--- config.mk ---
export PLATFORM = sky130hd
export DESIGN_NAME = health_alert_controller
export DESIGN_NICKNAME = d
export VERILOG_FILES = /design/src/rtl/health_alert_controller.sv
export SDC_FILE = /design/constraint.sdc
export NUM_CORES = 1
export LEC_CHECK = 0
export BUFFER_PORTS_ARGS = -buffer_cell sky130_fd_sc_hd__buf_2
export CORE_MARGIN = 4
export CORE_UTILIZATION = 59
export DETAILED_ROUTE_END_ITERATION = 10
export GPL_TIMING_DRIVEN = 0
export PLACE_DENSITY = 0.82
export SLEW_MARGIN = 20
export SYNTH_ARGS = -nofsm -noshare
export SYNTH_HDL_FRONTEND = slang
export SYNTH_SLANG_ARGS = --single-unit
--- constraint.sdc ---
create_clock -name clk -period 3.42 [get_ports clk]
set_input_delay 0.171 -clock clk [delete_from_list [all_inputs] [get_ports clk]]
set_output_delay 0.171 -clock clk [all_outputs]
set_load 0.02 [all_outputs]
--- src/rtl/health_alert_controller.sv ---
// health_alert_controller
//   Sequential back end of the healthcare datapath. Debounces the sampled
//   abnormality sources, queues one event per newly confirmed condition in a
//   show-ahead FIFO drained by a valid/ready handshake, and runs a latched
//   alarm FSM with operator acknowledge.
//
// Ports
//   clk, rst             : clock (rising edge), async active-high reset
//   sampleValid          : strobe; sources are evaluated only when 1
//   presureAbnormality   : source 0
//   bloodAbnormality     : source 1
//   glycemicIndex[3:0]   : source 2 asserted when >= GLY_LIMIT
//   lowTempAbnormality   : source 3
//   highTempAbnormality  : source 4
//   fallDetected         : source 5 (confirms on first asserted sample)
//   eventValid/eventReady: FIFO head handshake
//   eventCode[2:0]       : head source index
//   eventData[3:0]       : head payload (latched glycemicIndex for code 2)
//   alarm                : alarm FSM is in ALERT
//   alarmAck             : operator acknowledge; also clears overflow
//   overflow             : sticky, an event was lost
//   activeMask[5:0]      : per-source confirmed flags
module health_alert_controller #(
    parameter int DEBOUNCE   = 4,
    parameter int FIFO_DEPTH = 4,
    parameter int GLY_LIMIT  = 12
) (
    input  logic       clk,
    input  logic       rst,
    input  logic       sampleValid,
    input  logic       presureAbnormality,
    input  logic       bloodAbnormality,
    input  logic [3:0] glycemicIndex,
    input  logic       lowTempAbnormality,
    input  logic       highTempAbnormality,
    input  logic       fallDetected,
    output logic       eventValid,
    input  logic       eventReady,
    output logic [2:0] eventCode,
    output logic [3:0] eventData,
    output logic       alarm,
    input  logic       alarmAck,
    output logic       overflow,
    output logic [5:0] activeMask
);

    localparam int              AW        = $clog2(FIFO_DEPTH);
    localparam logic [3:0]      DEB_MAX   = 4'(DEBOUNCE);
    localparam logic [3:0]      GLY_TH    = 4'(GLY_LIMIT);
    localparam logic [AW:0]     DEPTH_CNT = (AW + 1)'(FIFO_DEPTH);

    typedef enum logic [1:0] {IDLE, ALERT, ACKED} alarm_state_t;

    alarm_state_t state_q, state_next;

    logic [5:0]  level;
    logic [3:0]  cnt_q    [5];
    logic [3:0]  cnt_next [5];
    logic [5:0]  confirm;
    logic [5:0]  active_q;
    logic [5:0]  pending_q;
    logic [3:0]  gly_hold;

    logic [2:0]  grant_idx;
    logic [5:0]  grant_mask;
    logic        push, pop, full, empty, can_accept;
    logic [AW:0] wr_ptr, rd_ptr;
    logic [6:0]  mem [FIFO_DEPTH];
    logic [6:0]  head;
    logic [3:0]  push_data;

    assign level = {fallDetected, highTempAbnormality, lowTempAbnormality,
                    (glycemicIndex >= GLY_TH), bloodAbnormality, presureAbnormality};

    // Debounce counters and confirmation detect
    always_comb begin
        confirm = '0;
        for (int unsigned i = 0; i < 5; i++) begin
            cnt_next[i] = cnt_q[i];
            if (sampleValid) begin
                if (level[i]) begin
                    cnt_next[i] = (cnt_q[i] >= DEB_MAX) ? DEB_MAX : cnt_q[i] + 4'd1;
                    confirm[i]  = (cnt_next[i] == DEB_MAX) && !active_q[i];
                end else begin
                    cnt_next[i] = '0;
                end
            end
        end
        confirm[5] = sampleValid && fallDetected && !active_q[5];
    end

    // Lowest-index pending source wins the single push slot
    always_comb begin
        grant_idx = '0;
        for (int unsigned i = 6; i > 0; i--) begin
            if (pending_q[i-1]) grant_idx = 3'(i - 1);
        end
    end

    assign full       = ((wr_ptr - rd_ptr) == DEPTH_CNT);
    assign empty      = (wr_ptr == rd_ptr);
    assign pop        = !empty && eventReady;
    assign can_accept = !full || pop;
    assign push       = (pending_q != '0) && can_accept;
    assign grant_mask = push ? (6'b000001 << grant_idx) : '0;
    assign push_data  = (grant_idx == 3'd2) ? gly_hold : 4'd0;

    always_ff @(posedge clk or posedge rst) begin
        if (rst) begin
            for (int unsigned i = 0; i < 5; i++) cnt_q[i] <= '0;
            active_q  <= '0;
            pending_q <= '0;
            gly_hold  <= '0;
            overflow  <= 1'b0;
            wr_ptr    <= '0;
            rd_ptr    <= '0;
        end else begin
            for (int unsigned i = 0; i < 5; i++) cnt_q[i] <= cnt_next[i];
            for (int unsigned i = 0; i < 6; i++) begin
                if (confirm[i])                   active_q[i] <= 1'b1;
                else if (sampleValid && !level[i]) active_q[i] <= 1'b0;
            end
            // A bit granted this cycle is free again, so a same-cycle
            // re-confirmation of it is not a loss.
            pending_q <= (pending_q & ~grant_mask) | confirm;
            if (confirm[2]) gly_hold <= glycemicIndex;
            if ((confirm & pending_q & ~grant_mask) != '0) overflow <= 1'b1;
            else if (alarmAck)                             overflow <= 1'b0;
            if (push) wr_ptr <= wr_ptr + 1'b1;
            if (pop)  rd_ptr <= rd_ptr + 1'b1;
        end
    end

    // Storage needs no reset: the head is masked while the FIFO is empty
    always_ff @(posedge clk) begin
        if (push) mem[wr_ptr[AW-1:0]] <= {grant_idx, push_data};
    end

    assign head       = mem[rd_ptr[AW-1:0]];
    assign eventValid = !empty;
    assign eventCode  = empty ? 3'd0 : head[6:4];
    assign eventData  = empty ? 4'd0 : head[3:0];
    assign activeMask = active_q;

    // Alarm FSM
    always_ff @(posedge clk or posedge rst) begin
        if (rst) state_q <= IDLE;
        else     state_q <= state_next;
    end

    always_comb begin
        state_next = state_q;
        case (state_q)
            IDLE: begin
                if (push) state_next = ALERT;
            end
            ALERT: begin
                if (!push && alarmAck)
                    state_next = (active_q != '0) ? ACKED : IDLE;
            end
            ACKED: begin
                if (push)                  state_next = ALERT;
                else if (active_q == '0)   state_next = IDLE;
            end
            default: state_next = IDLE;
        endcase
    end

    assign alarm = (state_q == ALERT);

endmodule

==> results.ini, run 1 <==
[run_status]
status=complete, no violations

[setup_path]
worstPathMaxFanout=9
required_ps=3390
cp_slowest_cell=a211oi_2
worstSetupStartpointType=flip-flop
cp_top_family=compound AO/OA/AOI/OAI gates
criticalPathCategory=reg -> reg
end_kind=flip-flop
arrival_ps=2510
critPathMaxStageDelay_ps=640
path_cells=clkbuf_1 -> inv_1 -> ha_1 -> nor2b_1 -> or3_4 -> a21oi_4 -> a211oi_2
cp_num_buf_inv=2

[clocking]
cts_buffer_depth=2
clkLatencyLatePin_ps=350
root_buffer=clkbuf_8
cts_tree=done
hold_buffers=1
clk_pin_slew_ps=70
post_cts_buffers=0
cts_resized=0
cts_max_level=3
cts.sinks=73
tritoncts.num_buffers=9

[synthesis]
synth_top_cell_by_area=dfrtp_1
synthFlopType=dfrtp_1
syn-num-nets=301
synthArstFlopShare=0.616
avgSynthCellArea_um2=12.3
synth_most_common_cell=dfrtp_1
synth-seq-cells=73
synth.area.top_cells=dfrtp_1 (33%), edfxtp_1 (25%), mux4_2 (4.7%)
synth_edf_count=28
syn-cell-area_um2=3390
synth.top_cell.area_share=0.333
yosysSeqAreaShare=0.581
ys_warn_count=0
synthTopCellsByCount=dfrtp_1 (45), edfxtp_1 (28), inv_1 (22)
synth.distinct_cells=48
syn_inst=275

[run]
maxCapViolations=0

[power]
p_leak_nw=1.71
power_density_nw_per_um2=743
ir_drop_mv=0.386

[global_route]
first_global_vias=2269
gr-total-overflow=0
antenna_found_initial=0
grt_max_degree=26
grt_pass1_wl_um=10700
grt_usage=0.196

[floorplanning]
die_w_um=83.8
die-area_um2=7010
rows=27
die_y_um=83.8
coreArea_um2=5540
initial_core_util=0.611
pin_count=30

[cells_and_area]
antenna_cells=0
fillCellCount=425
multi_input_area_um2=1310
drive_above_1_share=0.224
stdcell_count=394
layout.nets=343
area_growth_pct=13.5
regArea_um2=1970

[placement]
dp_cells=377
hpwl_um=4560
gp_congestion=0.874
io_buffer_count=29

[route]
vias=2213
wl_met3_um=254
drcViolationCount=0
via_per_inst=5.62
finalWirelength_um=6220
highest_layer=met4
postRouteAntennaNets=0
wl_per_cell_um=15.8
firstDrtPassIters=4
first_iter_violations=77
wl_met1_um=2620
route.met2.wl_um=3240

[sta]
tightest_slew_ps=796
rsz0062_at_grt=no
finalSetupTns_ps=0
slew_viol_final=0
finalHoldViolations=0
post-route-period-util=0.745
final.min_clock_period_ps=2550
fin_skew_ps=12.4
relSlewSlack=0.469
max_freq_mhz=393
setup_viol=0

[min_path]
min-delay-path-class=in -> reg

## power breakdown
part | internal (mW) | switching (mW) | total (mW)
Combinational | 0.448 | 0.588 | 1.04
Sequential | 1.08 | 0.103 | 1.18
Clock | 0.333 | 0.305 | 0.638
## final cells by class
type | instances | share of cell area
well taps | 72 | 0.0234
repair buffers | 31 | 0.0456
plain buffers | 9 | 0.00944
clock buffers | 10 | 0.0332
clock inverters | 6 | 0.0156
flip-flops and latches | 73 | 0.512
inverters | 22 | 0.0215
multi-input cells | 171 | 0.340
## metal layers
metal | global-route usage | vias to the layer above
met5 | 0 | -
met4 | 0.0760 | 0
met3 | 0.0513 | 11
met2 | 0.330 | 47
met1 | 0.240 | 1084
li1 | - | 1071
## cells in the final DEF, fill, tap and decap left out, types with 12 or more instances in the layout
master	count
buf_2	31
edfxtp_1	28
dfrtp_1	45
nor2b_1	15
ha_1	12
o21ai_0	14
inv_1	21
nand2_1	17
nor2_1	16
## state kept, by name, summed over array words and instances (netlist names)
register and flops:
gly_hold 4, overflow 1, state_q 2, cnt_q 20, rd_ptr 3, activeMask 6
wr_ptr 3, mem 28, pending_q 6
## per-stage QoR
stage               total power, mW  hold WS, ps  setup WS, ps  utilization  cell area, um^2
finish                         2.86         58.2           873        0.694             3840
global route                   3.04         42.5           687        0.694             3840
CTS                            2.89         40.1           825        0.694             3840
detailed placement             2.24          212           839        0.658             3650
global placement               2.19          412           409        0.654             3620
floorplan                      1.96          301          1060            -             3390
## cells by family (layout without fill, tap and decap cells)
| logic type | count (synthesis) | after routing | share of synthesized area |
|---|---|---|---|
| buffers and inverters | 31 | 78 | 0.0351 |
| AOI/OAI and AO/OA | 49 | 49 | 0.0987 |
| adders and majority gates | 12 | 12 | 0.0443 |
| DFF | 73 | 73 | 0.581 |
| xor gates and xnor gates | 5 | 5 | 0.0129 |
| muxes | 16 | 16 | 0.0776 |
| and+or+nand+nor | 89 | 89 | 0.150 |
## worst paths after layout
path,start,endpoint,slack (ps),cells past startpoint
max in group asynchronous,rst,activeMask[3],2550,4
max,rd_ptr[1],mem[3][6],870,7
max reg2reg,rd_ptr[1],mem[3][6],870,7
min reg2reg,gly_hold[3],gly_hold[3],460,1
min,glycemicIndex[1],gly_hold[1],60,2
min in group asynchronous,rst,state_q[1],380,3
Note: power is estimated with default switching activity, not from simulation.
==> run 2, diff against run 1 <==
==> constraint.sdc (replaced) <==
create_clock -name clk -period 2.6 [get_ports clk]
set_input_delay 0.13 -clock clk [delete_from_list [all_inputs] [get_ports clk]]
set_output_delay 0.13 -clock clk [all_outputs]
set_load 0.02 [all_outputs]
==> results.ini, run 2 (synthesized netlist as in run 1, its figures left out) <==
[floorplanning]
die_y_um=83.8  ; unchanged
rows=27  ; unchanged
pin_count=30  ; unchanged
die-area_um2=7010  ; unchanged
coreArea_um2=5540  ; unchanged
initial_core_util=0.611  ; unchanged
die_w_um=83.8  ; unchanged

[clocking]
cts_max_level=3  ; unchanged
root_buffer=clkbuf_8
cts_tree=done
clkLatencyLatePin_ps=350  ; about the same
clk_pin_slew_ps=70  ; about the same
tritoncts.num_buffers=9  ; unchanged
cts_buffer_depth=2  ; unchanged
cts.sinks=73  ; unchanged

[min_path]
min-delay-path-class=in -> reg

[cells_and_area]
antenna_cells=0  ; unchanged
final_core_util=0.696  ; +0.00248
fillCellCount=423  ; -0.47%
largest_register_ffs=28  ; unchanged
area_growth_pct=13.9
layout.nets=343  ; unchanged
drive_above_1_share=0.224  ; unchanged
final_common_cell=dfrtp_1
layout_common_cells=dfrtp_1 (45), buf_2 (31), edfxtp_1 (28), inv_1 (21), nand2_1 (17)

[sta]
setup_viol=0  ; unchanged
finalSetupTns_ps=0  ; unchanged
final.min_clock_period_ps=2310  ; -241 ps
tightest_slew_ps=556  ; -240 ps
holdWs_ps=16.7  ; -41.5 ps
slew_viol_final=0  ; unchanged
max_freq_mhz=434  ; +10%
post-route-period-util=0.887  ; +0.142
finalHoldViolations=0  ; unchanged
relSlewSlack=0.623  ; +0.155
rsz0062_at_grt=no
timing.final.ws_setup_ps=294  ; -579 ps
fin_skew_ps=11.3  ; -1.05 ps

[placement]
io_buffer_count=29  ; unchanged
gp_congestion=0.874  ; unchanged
dp_slack_ps=19.1  ; -820 ps
hpwl_um=4560  ; unchanged

[global_route]
grt_usage=0.196  ; +0.000211
gr-total-overflow=0  ; unchanged
met2_usage=0.330  ; unchanged
grt_use_met1=0.241  ; +0.000659
grt_pass1_wl_um=10700  ; +0.12%
antenna_found_initial=0  ; unchanged
first_global_vias=2275  ; +0.26%
busiest_layer=met2
use_met3=0.0513  ; unchanged
grt_max_degree=26  ; unchanged

[route]
finalWirelength_um=6190  ; -0.47%
wl_per_cell_um=15.7  ; -0.47%
firstDrtPassIters=5  ; +1
vias=2188  ; -1.1%
via_per_inst=5.55  ; -1.1%
postRouteAntennaNets=0  ; unchanged
drcViolationCount=0  ; unchanged
first_iter_violations=82  ; +6.5%

[setup_path]
startpoint=wr_ptr[0]
arrival_ps=2360  ; -150 ps
r2r-end=mem[0][4]
criticalPathCategory=reg -> reg
reg2reg_from=wr_ptr[0]
end_kind=flip-flop
crit_end=mem[0][4]
rrSetupSlack_ps=290  ; -580 ps
rr_worst_depth=7  ; unchanged
worstSetupStartpointType=flip-flop
worstPathMaxFanout=8  ; -1
required_ps=2660  ; -730 ps

[run]
maxCapViolations=0  ; unchanged

[power]
p_leak_nw=1.71  ; +0.18%
ir_drop_mv=0.522  ; +35%
power_density_nw_per_um2=974  ; +31%
total_power_mw=3.76  ; +32%

[run_status]
status=complete, no violations

run 2: layout make-up:
type | instances | area [um^2] | share of cell area
inverters | 22 | 82.6 | 0.0214
flip-flops and latches | 73 | 1970 | 0.510
well taps | 72 | 90.1 | 0.0234
plain buffers | 8 | 32.5 | 0.00843
multi-input cells | 171 | 1310 | 0.340
repair buffers | 32 | 185 | 0.0480
clock inverters | 6 | 60.1 | 0.0156
clock buffers | 10 | 128 | 0.0331
run 2: report_power, final:
part           leakage, nW  internal, mW  switching [mW]  total [mW]
clock network       0.0953         0.438           0.402       0.840
registers            0.852          1.42           0.159        1.58
logic                0.767         0.589           0.752        1.34
run 2: how the worst min path moves through the flow:
stage,cells after the start,slack (ps),from,to
after floorplan,1,260,fallDetected,pending_q[5]
after global placement,2,370,glycemicIndex[1],gly_hold[1]
after detailed placement,2,170,rst,rd_ptr[2]
after CTS,2,1,glycemicIndex[0],gly_hold[0]
after global routing,2,10,glycemicIndex[0],gly_hold[0]
final,2,20,glycemicIndex[0],gly_hold[0]
run 2: timing repair:
item                                   CTS  global route
buffers inserted                         0             0
endpoints found under the hold margin   21             0
hold buffers                             2             0
gates resized for setup                  0             1
setup endpoints to repair                0            29
run 2: routing by layer:
metal | routed length (um) | up-vias
li1 | - | 1070
met2 | 3240 | 32
met3 | 225 | 10
met5 | 0 | -
met4 | 86 | 0
met1 | 2640 | 1076
run 2: through the flow:
step	instances	cell area, um^2
floorplan	275	3390
global placement	376	3620
detailed placement	377	3650
CTS	395	3850
global route	394	3860
finish	394	3860
run 2: worst max-delay path: stages (launching register included):
cell	delay (ps)
dfrtp_1	400
inv_1	110
ha_1	220
nor2b_1	150
or3_4	390
a21oi_4	320
a21oi_4	110
and2_1	310
